--- config.mk ---
export PLATFORM = sky130hd
export DESIGN_NAME = cam_capture
export DESIGN_NICKNAME = d
export VERILOG_FILES = /design/src/rtl/cam_capture.sv
export SDC_FILE = /design/constraint.sdc
export NUM_CORES = 1
export LEC_CHECK = 0
export ABC_AREA = 1
export ABC_CLOCK_PERIOD_IN_PS = 4220
export CORE_UTILIZATION = 48
export CTS_BUF_LIST = sky130_fd_sc_hd__clkbuf_2
export CTS_CLUSTER_DIAMETER = 30
export DETAILED_ROUTE_END_ITERATION = 10
export GPL_ROUTABILITY_DRIVEN = 0
export GPL_TIMING_DRIVEN = 1
export PLACE_DENSITY = 0.69
export RECOVER_POWER = 50
export SETUP_SLACK_MARGIN = 0.4
export SLEW_MARGIN = 5
export SYNTH_ARGS = -nofsm -noshare
export SYNTH_HDL_FRONTEND = slang
export SYNTH_SLANG_ARGS = --single-unit
--- constraint.sdc ---
create_clock -name pclk -period 4.22 [get_ports pclk]
set_input_delay 0.633 -clock pclk [delete_from_list [all_inputs] [get_ports pclk]]
set_output_delay 0.633 -clock pclk [all_outputs]
set_load 0.1 [all_outputs]
--- src/rtl/cam_capture.sv ---
// Camera capture: OV7670-style byte stream -> RGB565 frame-buffer writes with frame framing/error flags.
// Latency: we asserted 2 pclk cycles after the pixel's second byte is presented on cam_data.
// Backpressure: none; the camera cannot be stalled, so malformed pixels are dropped and flagged.
module cam_capture #(
    parameter int W = 320,
    parameter int H = 240
) (
    input  logic        pclk,
    input  logic        reset_n,
    input  logic        cam_vsync,
    input  logic        cam_href,
    input  logic [7:0]  cam_data,
    input  logic        capture_en,
    output logic        we,
    output logic [16:0] wAddr,
    output logic [15:0] wData,
    output logic        frame_start,
    output logic        frame_done,
    output logic        sync_err,
    output logic [7:0]  frame_cnt
);

    localparam int XW = $clog2(W + 1);
    localparam int LW = $clog2(H + 2);
    localparam logic [XW-1:0] W_X   = XW'(W);
    localparam logic [LW-1:0] H_L   = LW'(H);
    localparam logic [16:0]   W_ROW = 17'(W);

    typedef enum logic [1:0] {SYNC, BLANK, ACTIVE} state_t;

    state_t        state;
    logic          v_q, h_q, v_qq, h_qq;
    logic [7:0]    d_q, hi_byte;
    logic          phase;
    logic [XW-1:0] x;
    logic [LW-1:0] line;
    logic [16:0]   row_base;

    logic          active, h_rise, h_fall, v_rise, v_fall;
    logic          cur_phase, phase_after, pix_done, in_x, in_line;
    logic          close_line, has_px, err_now;
    logic [XW-1:0] x_after;
    logic [LW-1:0] line_after;

    always_ff @(posedge pclk or negedge reset_n) begin
        if (!reset_n) begin
            v_q  <= 1'b0;
            h_q  <= 1'b0;
            d_q  <= '0;
            v_qq <= 1'b0;
            h_qq <= 1'b0;
        end else begin
            v_q  <= cam_vsync;
            h_q  <= cam_href;
            d_q  <= cam_data;
            v_qq <= v_q;
            h_qq <= h_q;
        end
    end

    always_comb begin
        active      = (state == ACTIVE);
        h_rise      = h_q & ~h_qq;
        h_fall      = ~h_q & h_qq;
        v_rise      = v_q & ~v_qq;
        v_fall      = ~v_q & v_qq;
        cur_phase   = phase & ~h_rise;
        phase_after = h_q ? ~cur_phase : phase;
        pix_done    = active & h_q & cur_phase;
        in_x        = (x < W_X);
        in_line     = (line < H_L);
        x_after     = x + XW'(pix_done & in_x);
        // A vsync rise while href is still high closes the line before the line-count check.
        close_line  = active & (h_fall | (v_rise & h_q));
        has_px      = (x_after != '0);
        line_after  = (close_line && has_px && line <= H_L) ? line + 1'b1 : line;
        err_now     = (pix_done & ~(in_x & in_line))
                    | (close_line & ((has_px & (x_after != W_X)) | phase_after))
                    | (active & v_rise & (line_after != H_L));
    end

    always_ff @(posedge pclk or negedge reset_n) begin
        if (!reset_n) begin
            state       <= SYNC;
            we          <= 1'b0;
            wAddr       <= '0;
            wData       <= '0;
            frame_start <= 1'b0;
            frame_done  <= 1'b0;
            sync_err    <= 1'b0;
            frame_cnt   <= '0;
            hi_byte     <= '0;
            phase       <= 1'b0;
            x           <= '0;
            line        <= '0;
            row_base    <= '0;
        end else begin
            we          <= 1'b0;
            frame_start <= 1'b0;
            frame_done  <= 1'b0;
            case (state)
                SYNC: begin
                    if (v_q) state <= BLANK;
                end
                BLANK: begin
                    if (v_fall && capture_en) begin
                        state       <= ACTIVE;
                        frame_start <= 1'b1;
                        sync_err    <= 1'b0;
                        line        <= '0;
                        row_base    <= '0;
                        x           <= '0;
                        phase       <= 1'b0;
                    end
                end
                ACTIVE: begin
                    if (h_q && !cur_phase) hi_byte <= d_q;
                    if (pix_done && in_x && in_line) begin
                        we    <= 1'b1;
                        wAddr <= row_base + 17'(x);
                        wData <= {hi_byte, d_q};
                    end
                    phase <= phase_after;
                    x     <= close_line ? '0 : x_after;
                    line  <= line_after;
                    if (close_line && has_px && in_line) row_base <= row_base + W_ROW;
                    if (err_now) sync_err <= 1'b1;
                    if (v_rise) begin
                        state      <= BLANK;
                        frame_done <= 1'b1;
                        frame_cnt  <= frame_cnt + 8'd1;
                    end
                end
                default: state <= SYNC;
            endcase
        end
    end

endmodule

==> out/metrics.yaml, run 1 <==
status:
  status: "complete, but fails checks"
  violations: "design-rule violations, max-capacitance violations, max-slew violations"
die:
  dieArea_sq_um: 9700
  die_h_um: 98.5
  core_sq_um: 8850
  rows: 34
  die_w_um: 98.5
  pin_count: 58
  start_util_pct: 50.5
layout:
  stdcell_count: 690
  drive_gt1_share_pct: 5.84
  design_area_sq_um: 5260
  syn2layout_area_growth_pct: 17.6
  final_common_cell: "nand2_1"
  nets: 604
  antennaDiodeCount: 0
  final_cell_mix: "137 x nand2_1, 96 x dfrtp_1, 62 x inv_1"
place:
  hpwl_um: 6380
  dpl.cell_count: 674
  portBuffers: 57
  post_dp_cell_area_sq_um: 5150
clock_network:
  clk_pin_slew_worst_paths_ns: 0.25
  postCtsSetupBuffers: 0
  clock_latency_ns: 0.53
  tritoncts: "yes"
  numCtsBuffers: 9
  clock-sinks: 96
  clk_path_buf_depth: 2
  h-tree-depth: 3
  cts-root-buf: "clkbuf_2"
yosys:
  synth_top_flop_cell: "dfrtp_1"
  async_flop_share_pct: 100
  yosysUniqueCellTypes: 35
  yosys_warnings: 0
  synth_simple_gate_area_share_pct: 22.4
  netlist_area_sq_um: 4470
  synth_compound_area_share_pct: 9.99
  avgSynthCellArea_sq_um: 8.64
  synth_adder_area_share_pct: 3.92
  seq_area_frac_synth_pct: 53.8
  synth-edff-count: 0
  synth-xor-area-share_pct: 3.14
  synthCells: 517
  synth_top_family_by_area: "simple AND/OR/NAND/NOR gates"
  ys_ff_latch: 96
  synth.net_count: 544
  muxShareOfSynthArea_pct: 0.252
drt:
  dr.pass1.iters: 10
  routed_wl_um: 9000
  ant_nets: 0
  drc: 5
  wire_per_inst_um: 13.0
  avgViaCountPerCell: 5.18
  route.vias.total: 3574
  drt-initial-drc-count: 142
sta:
  maxSlewViolCount: 76
  relSlewSlack_pct: -20.9
  final_hold_viol_count: 0
  timing.setup.tns_ns: 0
  fmax_mhz: 283
  rsz0062_at_grt: "no"
  skew_ns: 0.0310
  fin_crit_sh_pct: 83.7
  setup_viol: 0
  tightest_slew_ns: 1.81
  period_needed_ns: 3.53
setup_path:
  cp-start-kind: "flop"
  worstSetupPathType: "flop to flop"
  reg2reg_depth: 26
  crit_required_ns: 4.71
  r2r_slack_ns: 0.69
  path_max_fanout: 11
  end_kind: "flop"
  crit_arrival_ns: 4.03
global_routing:
  grt_pass1_wl_um: 15500
  grt_pass1_vias: 3366
  grt_use_total_pct: 19.7
  grt_max_degree: 76
  gr-total-overflow: 0
  antenna_found_initial: 0
job:
  max_cap_viol_count: 1
pwr:
  p_per_area_nw_per_um2: 567
  leakage_nw: 2.50
  total_power_w: 0.00298
  vdd_drop_max_mv: 0.529
hold_path:
  min_path_cells: 0
  hold_path.class: "flop to flop"
==> cells by family (layout without fill, tap and decap cells) <==
kind of cell | count (synthesis) | in the layout
AOI/OAI and AO/OA | 80 | 80
xor gates and xnor gates | 16 | 16
adders and majority gates | 14 | 14
buffers and inverters | 75 | 140
DFF | 96 | 96
muxes | 1 | 1
and+or+nand+nor | 235 | 235
==> cells in the mapped netlist, types with 2 or more instances <==
cell / n / area, sq um
a21oi_1: 13 / 65.1
buf_2: 2 / 10.0
clkbuf_1: 9 / 33.8
dfrtp_1: 96 / 2400
ha_1: 14 / 175
inv_1: 62 / 233
nand2_1: 138 / 518
nand2_2: 4 / 25.0
nand3_1: 26 / 130
nand3b_1: 2 / 15.0
nand4_1: 10 / 62.6
nor2_1: 39 / 146
nor2_2: 4 / 25.0
nor3_1: 7 / 35.0
o21ai_0: 42 / 210
o21ai_1: 6 / 30.0
o22ai_1: 8 / 50.1
o31ai_1: 4 / 30.0
xnor2_1: 7 / 61.3
xor2_1: 9 / 78.8
==> registers in the layout (all words and copies together), names as in the netlist, 2 cells and up <==
signal,cells
wAddr,17
row_base,11
x,9
frame_cnt,8
state,2
line,8
hi_byte,8
wData,16
d_q,8
==> per-stage QoR <==
step | util [%] | setup WS (ns) | hold slack, ns
floorplan | - | 1.25 | 0.337
global placement | 58.2 | 0.860 | 0.360
detailed placement | 58.2 | 0.650 | 0.362
CTS | 59.5 | 0.600 | 0.189
global route | 59.4 | 0.287 | 0.424
finish | 59.4 | 0.686 | 0.410
==> what timing repair did <==
action	in CTS	in global routing
hold buffers	0	0
gates resized for setup	0	2
setup endpoints to repair	0	2
==> critical path, cell delays in order (launching register included) <==
cell     delay [ns]
dfrtp_1        0.47
inv_1          0.09
ha_1           0.35
inv_1          0.15
nor3_1         0.20
inv_1          0.08
nor2_1         0.14
ha_1           0.17
ha_1           0.18
nand2_1        0.09
nor2_2         0.14
nand2_1        0.09
nand2_2        0.08
nand3_2        0.09
nor2_2         0.14
nand2_2        0.17
nand3_1        0.18
nand2_1        0.08
nand2_1        0.08
nand2_1        0.05
nor2_1         0.11
nand2_1        0.07
nand2_1        0.06
nand2_1        0.06
nand2_1        0.06
nand2_1        0.06
nand2_1        0.06
==> power by group <==
group | switching [W] | leakage, nW | internal (W)
sequential | 0.000102 | 1.29 | 0.00107
combinational | 0.00105 | 1.14 | 0.000307
clock | 0.000310 | 0.0737 | 0.000138
==> area by class of cell <==
cell class	instances	area (sq um)
clock inverters	7	70.1
repair buffers	61	588
inverters	63	236
clock buffers	9	45.0
flip-flops and latches	96	2400
multi-input cells	346	1780
well taps	108	135
fillers	798	3590
==> worst paths after layout <==
| path | start | end |
|---|---|---|
| max | state[0]$_DFFE_PN0P_ | sync_err$_DFFE_PN0P_ |
| min | v_q$_DFF_PN0_ | v_qq$_DFF_PN0_ |
| max reg2reg | state[0]$_DFFE_PN0P_ | sync_err$_DFFE_PN0P_ |
| min reg2reg | v_q$_DFF_PN0_ | v_qq$_DFF_PN0_ |
| max in group asynchronous | reset_n | row_base[8]$_DFFE_PN0P_ |
| min in group asynchronous | reset_n | wAddr[0]$_DFFE_PN0P_ |
==> metal layers <==
| metal | vias up | track usage, % | wire length (um) |
|---|---|---|---|
| met3 | 9 | 4.04 | 453 |
| met4 | 0 | 5.05 | 67 |
| met1 | 1678 | 27.3 | 4410 |
| met5 | - | 0 | 0 |
| met2 | 102 | 32.0 | 4060 |
| li1 | 1785 | - | - |
Note: power is estimated with default switching activity, not from simulation.
==> run 2, diff against run 1 <==
ABC_CLOCK_PERIOD_IN_PS = 3700   (was 4220)
clock period = 3.7 ns   (was 4.22 ns; I/O delays follow)
==> run 2 against run 1 <==
  * The flow still finishes with violations (design-rule violations, max-capacitance violations, max-slew violations)
  * Flip-flop and latch count unchanged
  * Sequential share of layout area decreased by 1.2 points
  * Worst hold slack got worse by 0.020 ns
  * Global-route usage increased by 0.35 points
  * First-iteration DRC count increased by 25%
  * Worst setup slack got worse by 0.14 ns
  * Clock-buffer cell count unchanged
  * Core utilization increased by 1.6 points
  * Largest power group unchanged
  * Sequential power increased by 14%
  * Clock power increased by 35%
  * Fmax increased by 12%
  * Total power increased by 19%
==> out/metrics.yaml, run 2 (synthesis gave the netlist of run 1 again) <==
sta:
  final_hold_viol_count: 0  # unchanged
  skew_ns: 0.0281  # -0.00291 ns
  period_needed_ns: 3.15  # -0.382 ns
  setup_ws_ns: 0.548  # -0.138 ns
  timing.setup.tns_ns: 0  # unchanged
  setup_viol: 0  # unchanged
  tightest_slew_ns: 1.69  # -0.126 ns
  hold_ws_ns: 0.390  # -0.0203 ns
  fin_crit_sh_pct: 85.2  # +1.4 points
  relSlewSlack_pct: -12.6  # +8.4 points
  fmax_mhz: 317  # +12%
  maxSlewViolCount: 69  # -9.2%
  rsz0062_at_grt: "no"
die:
  core_sq_um: 8850  # unchanged
  rows: 34  # unchanged
  dieArea_sq_um: 9700  # unchanged
  pin_count: 58  # unchanged
  start_util_pct: 50.5  # unchanged
  die_w_um: 98.5  # unchanged
  die_h_um: 98.5  # unchanged
global_routing:
  grt_pass1_vias: 3381  # +0.45%
  grt_use_total_pct: 20.1  # +0.35 points
  antenna_found_initial: 0  # unchanged
  grt_pass1_wl_um: 15800  # +1.8%
  grt_max_degree: 69  # -9.2%
  gr-total-overflow: 0  # unchanged
drt:
  dr.pass1.iters: 8  # -2
  avgViaCountPerCell: 5.16  # -0.37%
  routed_wl_um: 9270  # +3.1%
  drc: 7  # +2
  ant_nets: 0  # unchanged
  route.vias.total: 3602  # +0.78%
  drt-initial-drc-count: 177  # +25%
  wire_per_inst_um: 13.3  # +1.9%
layout:
  fillers: 792  # -0.75%
  final_common_cell: "nand2_1"
  largest_register: "wAddr"
  largest_register_ffs: 17  # unchanged
  largestRegisters: "wAddr x17, wData x16, row_base x11"
  nets: 612  # +1.3%
  syn2layout_area_growth_pct: 20.7
  final_cell_mix: "137 x nand2_1, 96 x dfrtp_1, 62 x inv_1"
  antennaDiodeCount: 0  # unchanged
  drive_gt1_share_pct: 8.31  # +2.5 points
pwr:
  internal_power_w: 0.00184  # +21%
  netSwitchingFraction_pct: 48.0  # -1.1 points
  combPwrFrac_pct: 45.2  # -0.4 points
  p_per_area_nw_per_um2: 657  # +16%
  p_switching_w: 0.00170  # +16%
  leakage_nw: 2.55  # +2.0%
  p_seq_share_pct: 37.8  # -1.6 points
  vdd_drop_max_mv: 0.586  # +11%
  pwr-share-clk_pct: 17.0  # +2.0 points
clock_network:
  clk_path_buf_depth: 2  # unchanged
  clock_latency_ns: 0.56  # +0.03 ns
  clock-sinks: 96  # unchanged
  numCtsBuffers: 9  # unchanged
  cts-root-buf: "clkbuf_2"
  clk_pin_slew_worst_paths_ns: 0.26  # about the same
  tritoncts: "yes"
  h-tree-depth: 3  # unchanged
place:
  preCtsSetupSlack_ns: 0.456  # -0.194 ns
  portBuffers: 57  # unchanged
  hpwl_um: 6340  # -0.64%
setup_path:
  r2r_slack_ns: 0.55  # -0.14 ns
  crit_required_ns: 4.16  # -0.55 ns
  cp-start-kind: "flop"
  end_kind: "flop"
  crit_arrival_ns: 3.61  # -0.42 ns
  path_max_fanout: 6  # -5
  worstSetupPathType: "flop to flop"
hold_path:
  hold_path.class: "input pin to async pin"
status:
  status: "complete, but fails checks"
  violations: "design-rule violations, max-capacitance violations, max-slew violations"
job:
  max_cap_viol_count: 1  # unchanged
==> run 2: cell types whose count changed in the layout (fill, tap and decap cells not counted), moves of 2 or more <==
cell	before	now
clkinv_4	2	0
nand3_2	1	3
buf_4	2	8
ha_1	14	11
nand2_4	1	3
nand3_1	26	24
ha_2	0	2
nand2_2	5	3
==> run 2: layout make-up <==
| cell class | count | area [sq um] | share of cell area, % |
|---|---|---|---|
| clock inverters | 7 | 101 | 1.88 |
| flip-flops and latches | 96 | 2400 | 44.5 |
| inverters | 63 | 236 | 4.39 |
| clock buffers | 9 | 45.0 | 0.835 |
| multi-input cells | 346 | 1830 | 33.9 |
| well taps | 108 | 135 | 2.51 |
| repair buffers | 69 | 644 | 11.9 |
==> run 2: power groups by stage <==
stage / combinational (W) / sequential (W) / clock (W)
after detailed placement: 0.00156 / 0.00136 / 0
final: 0.00160 / 0.00134 / 0.000602
after floorplan: 0.000412 / 0.00210 / 0
after CTS: 0.00156 / 0.00134 / 0.000626
after global placement: 0.00153 / 0.00135 / 0
after global routing: 0.00170 / 0.00137 / 0.000665
==> run 2: what timing repair did <==
| action | in CTS | in global routing |
|---|---|---|
| hold buffers | 0 | 0 |
| buffers inserted | 0 | 6 |
| setup endpoints to repair | 0 | 11 |
| gates resized for setup | 0 | 16 |
==> run 2: per-stage QoR <==
step | instances | util, % | total power, W | cell area [sq um]
2_1_floorplan | 517 | - | 0.00251 | 4470
3_3_place_gp | 676 | 58.3 | 0.00289 | 5160
3_5_place_dp | 676 | 58.3 | 0.00292 | 5160
4_1_cts | 692 | 60.0 | 0.00353 | 5310
5_1_grt | 698 | 60.9 | 0.00373 | 5390
6_report | 698 | 60.9 | 0.00354 | 5390
==> run 2: per-layer routing <==
layer  track usage, %  routed length, um  vias to the layer above
met5                0                  0                        -
met4             4.25                104                        0
met3             4.75                548                       11
met2             31.5               4220                      112
met1             28.6               4400                     1671
li1                 -                  -                     1808
==> run 2: critical path, cell delays in order (launching register included) <==
cell and delay (ns):
dfrtp_1 0.46, inv_1 0.08, ha_1 0.16, inv_1 0.10, nor3_2 0.11, inv_1 0.08
nor2_2 0.14, ha_2 0.20, ha_4 0.15, nand3_2 0.08, nor2_1 0.15, xor2_1 0.23
nor2_2 0.09, a21boi_2 0.21, nand2_2 0.10, nand2_4 0.12, nand2_4 0.07, nor2_4 0.12
nand2_2 0.07, nor2_2 0.12, xor2_1 0.14, nor2_1 0.06
==> run 2: worst paths after layout <==
check,end,cells past startpoint,start
min in group pclk,v_qq$_DFF_PN0_,0,v_q$_DFF_PN0_
max in group asynchronous,x[3]$_DFFE_PN0P_,2,reset_n
worst max-delay path,row_base[16]$_DFFE_PN0P_,21,state[0]$_DFFE_PN0P_
worst max register to register,row_base[16]$_DFFE_PN0P_,21,state[0]$_DFFE_PN0P_
worst min-delay path,wAddr[0]$_DFFE_PN0P_,1,reset_n
worst min register to register,v_qq$_DFF_PN0_,0,v_q$_DFF_PN0_
==> run 3, diff against run 2 <==
ABC_CLOCK_PERIOD_IN_PS = 3200   (was 3700)
CORE_UTILIZATION = 25   (was 48)
PLACE_DENSITY = 0.4   (was 0.69)
SKIP_LAST_GASP = 1   (was not set)
clock period = 3.2 ns   (was 3.7 ns; I/O delays follow)
==> run 3 against run 2 <==
  * The run ends with max-capacitance violations, max-slew violations left
  * Critical path depth stayed put
  * Cell count is 19% higher
  * Worst setup slack worse by 0.24 ns
  * Register-to-register slack worse by 0.24 ns
  * Routed wire length is 15% higher
  * Critical path type unchanged
  * First-iteration DRC count is 7.3% higher
  * Total power is 15% higher
==> out/metrics.yaml, run 3 (synthesis gave the netlist of run 1 again) <==
layout:
  final_cell_mix: "131 x nand2_1, 96 x dfrtp_1, 60 x inv_1"
  largest_register: "wAddr"
  syn2layout_area_growth_pct: 26.8
  largest_register_ffs: 17  # unchanged
  antennaDiodeCount: 0  # unchanged
  fillers: 1812  # +130%
  nets: 627  # +2.5%
  layout.area.seq_sq_um: 2400  # unchanged
  drive_gt1_share_pct: 17.5  # +9.2 points
  largestRegisters: "wAddr x17, wData x16, row_base x11"
  multi_input_area_sq_um: 1940  # +6.0%
  stdcell_count: 830  # +19%
  final_common_cell: "nand2_1"
  design_area_sq_um: 5670  # +5.1%
place:
  hpwl_um: 7380  # +16%
  dpl.cell_count: 799  # +18%
  preCtsSetupSlack_ns: -0.000639  # -0.457 ns
  portBuffers: 57  # unchanged
  post_dp_cell_area_sq_um: 5310  # +2.9%
clock_network:
  clock_latency_ns: 0.62  # +0.06 ns
  tritoncts: "yes"
  clk_path_buf_depth: 2  # unchanged
  clock-sinks: 96  # unchanged
  cts-root-buf: "clkbuf_2"
  clk_pin_slew_worst_paths_ns: 0.29  # +0.03 ns
  h-tree-depth: 3  # unchanged
  numCtsBuffers: 9  # unchanged
die:
  die_h_um: 136  # +38%
  pin_count: 58  # unchanged
  die_w_um: 136  # +38%
  start_util_pct: 25.7  # -25 points
  rows: 48  # +41%
  dieArea_sq_um: 18400  # +90%
  core_sq_um: 17400  # +96%
drt:
  drt-initial-drc-count: 190  # +7.3%
  avgViaCountPerCell: 4.44  # -14%
  dr.pass1.iters: 4  # -4
  routed_wl_um: 10700  # +15%
  route.vias.total: 3685  # +2.3%
  ant_nets: 0  # unchanged
  wire_per_inst_um: 12.9  # -3.1%
  drc: 0  # -7
pwr:
  p_per_area_nw_per_um2: 722  # +9.9%
  leakage_nw: 2.82  # +11%
  total_power_w: 0.00409  # +15%
  vdd_drop_max_mv: 0.510  # -13%
setup_path:
  path_max_fanout: 4  # -2
  crit_required_ns: 3.75  # -0.41 ns
  critPathSlowestCell: "dfrtp_1"
  crit_arrival_ns: 3.44  # -0.17 ns
  worstSetupPathType: "flop to flop"
  cp-start-kind: "flop"
  cp_cell_sequence: "inv_1 > ha_4 > inv_4 > nor3_4 > inv_2 > nor2_4 > ha_2 > ha_4 > nand3_4 > nor2_4 > xor2_2 > nor2_4 > a21boi_2 > nand2_2 > nand2_4 > nand2_4 > nor2_4 > nand2_2 > nor2_2 > xor2_1 > nor2_1"
  crit_top_cell: "nor2_4"
  end_kind: "flop"
  cp_slowest_stage_delay_ns: 0.44  # -0.02 ns
sta:
  relSlewSlack_pct: -27.4  # -15 points
  skew_ns: 0.0210  # -0.00704 ns
  setup_ws_ns: 0.309  # -0.239 ns
  tightest_slew_ns: 1.91  # +0.223 ns
  final_hold_viol_count: 0  # unchanged
  setup_viol: 0  # unchanged
  fmax_mhz: 346  # +9.0%
  maxSlewViolCount: 75  # +8.7%
  period_needed_ns: 2.89  # -0.261 ns
  fin_crit_sh_pct: 90.3  # +5.2 points
  rsz0062_at_grt: "yes"
  timing.setup.tns_ns: 0  # unchanged
global_routing:
  grt_pass1_vias: 3656  # +8.1%
  grt_use_total_pct: 12.6  # -7.5 points
  gr-total-overflow: 0  # unchanged
  grt_max_degree: 75  # +8.7%
  grt_pass1_wl_um: 18000  # +14%
  antenna_found_initial: 0  # unchanged
hold_path:
  hold_path.class: "input pin to flop"
status:
  violations: "max-capacitance violations, max-slew violations"
  status: "complete, but fails checks"
job:
  max_cap_viol_count: 1  # unchanged
==> run 3: final cells by class <==
cell class	count	share of cell area [%]
inverters	63	4.22
multi-input cells	347	34.2
well taps	225	4.97
repair buffers	83	12.3
clock buffers	9	0.795
flip-flops and latches	96	42.4
clock inverters	7	1.10
==> run 3: per-stage QoR <==
stage               util [%]  hold slack, ns
finish                  32.6           0.386
global route            32.6           0.281
CTS                     32.1           0.167
detailed placement      30.6           0.368
global placement        30.6           0.363
floorplan                  -           0.184
==> run 3: timing repair <==
item | 4_1_cts | 5_1_grt
setup endpoints to repair | 14 | 24
endpoints found under the hold margin | 72 | 0
setup buffers | 8 | 5
hold buffers | 1 | 0
cloned | 1 | 0
gates resized for setup | 16 | 27
pin swaps | 12 | 8
==> run 3: power breakdown <==
group / internal, W / switching, W / leakage, nW
logic: 0.000495 / 0.00145 / 1.47
registers: 0.00142 / 0.000133 / 1.29
clock network: 0.000121 / 0.000475 / 0.0643
==> run 3: worst max-delay path, delay by kind of cell, from the launching register on <==
kind,cells,cell delay (ns)
simple gates,12,1.09
fa+ha+maj,3,0.52
flops,1,0.44
xor+xnor,2,0.37
buf+inv,3,0.22
compound gates,1,0.17
==> run 3: worst paths after layout <==
| path | start | to | slack [ns] | depth (start not counted) |
|---|---|---|---|---|
| worst max-delay path | state[0]$_DFFE_PN0P_ | row_base[16]$_DFFE_PN0P_ | 0.31 | 21 |
| worst min-delay path | cam_data[5] | d_q[5]$_DFF_PN0_ | 0.39 | 1 |
| worst max register to register | state[0]$_DFFE_PN0P_ | row_base[16]$_DFFE_PN0P_ | 0.31 | 21 |
| worst min register to register | v_q$_DFF_PN0_ | v_qq$_DFF_PN0_ | 0.42 | 0 |
| max in group asynchronous | reset_n | wData[0]$_DFFE_PN0P_ | 0.82 | 3 |
| min in group asynchronous | reset_n | wData[6]$_DFFE_PN0P_ | 0.87 | 2 |
==> run 3: per-layer routing <==
layer | routed length, um | vias up | GRT usage (%) | share of wire [%]
met3 | 524 | 9 | 3.40 | 4.9
met1 | 5270 | 1756 | 16.5 | 49
met2 | 4750 | 81 | 19.5 | 44
li1 | - | 1839 | - | -
met4 | 138 | 0 | 4.93 | 1.3
met5 | 0 | - | 0 | 0
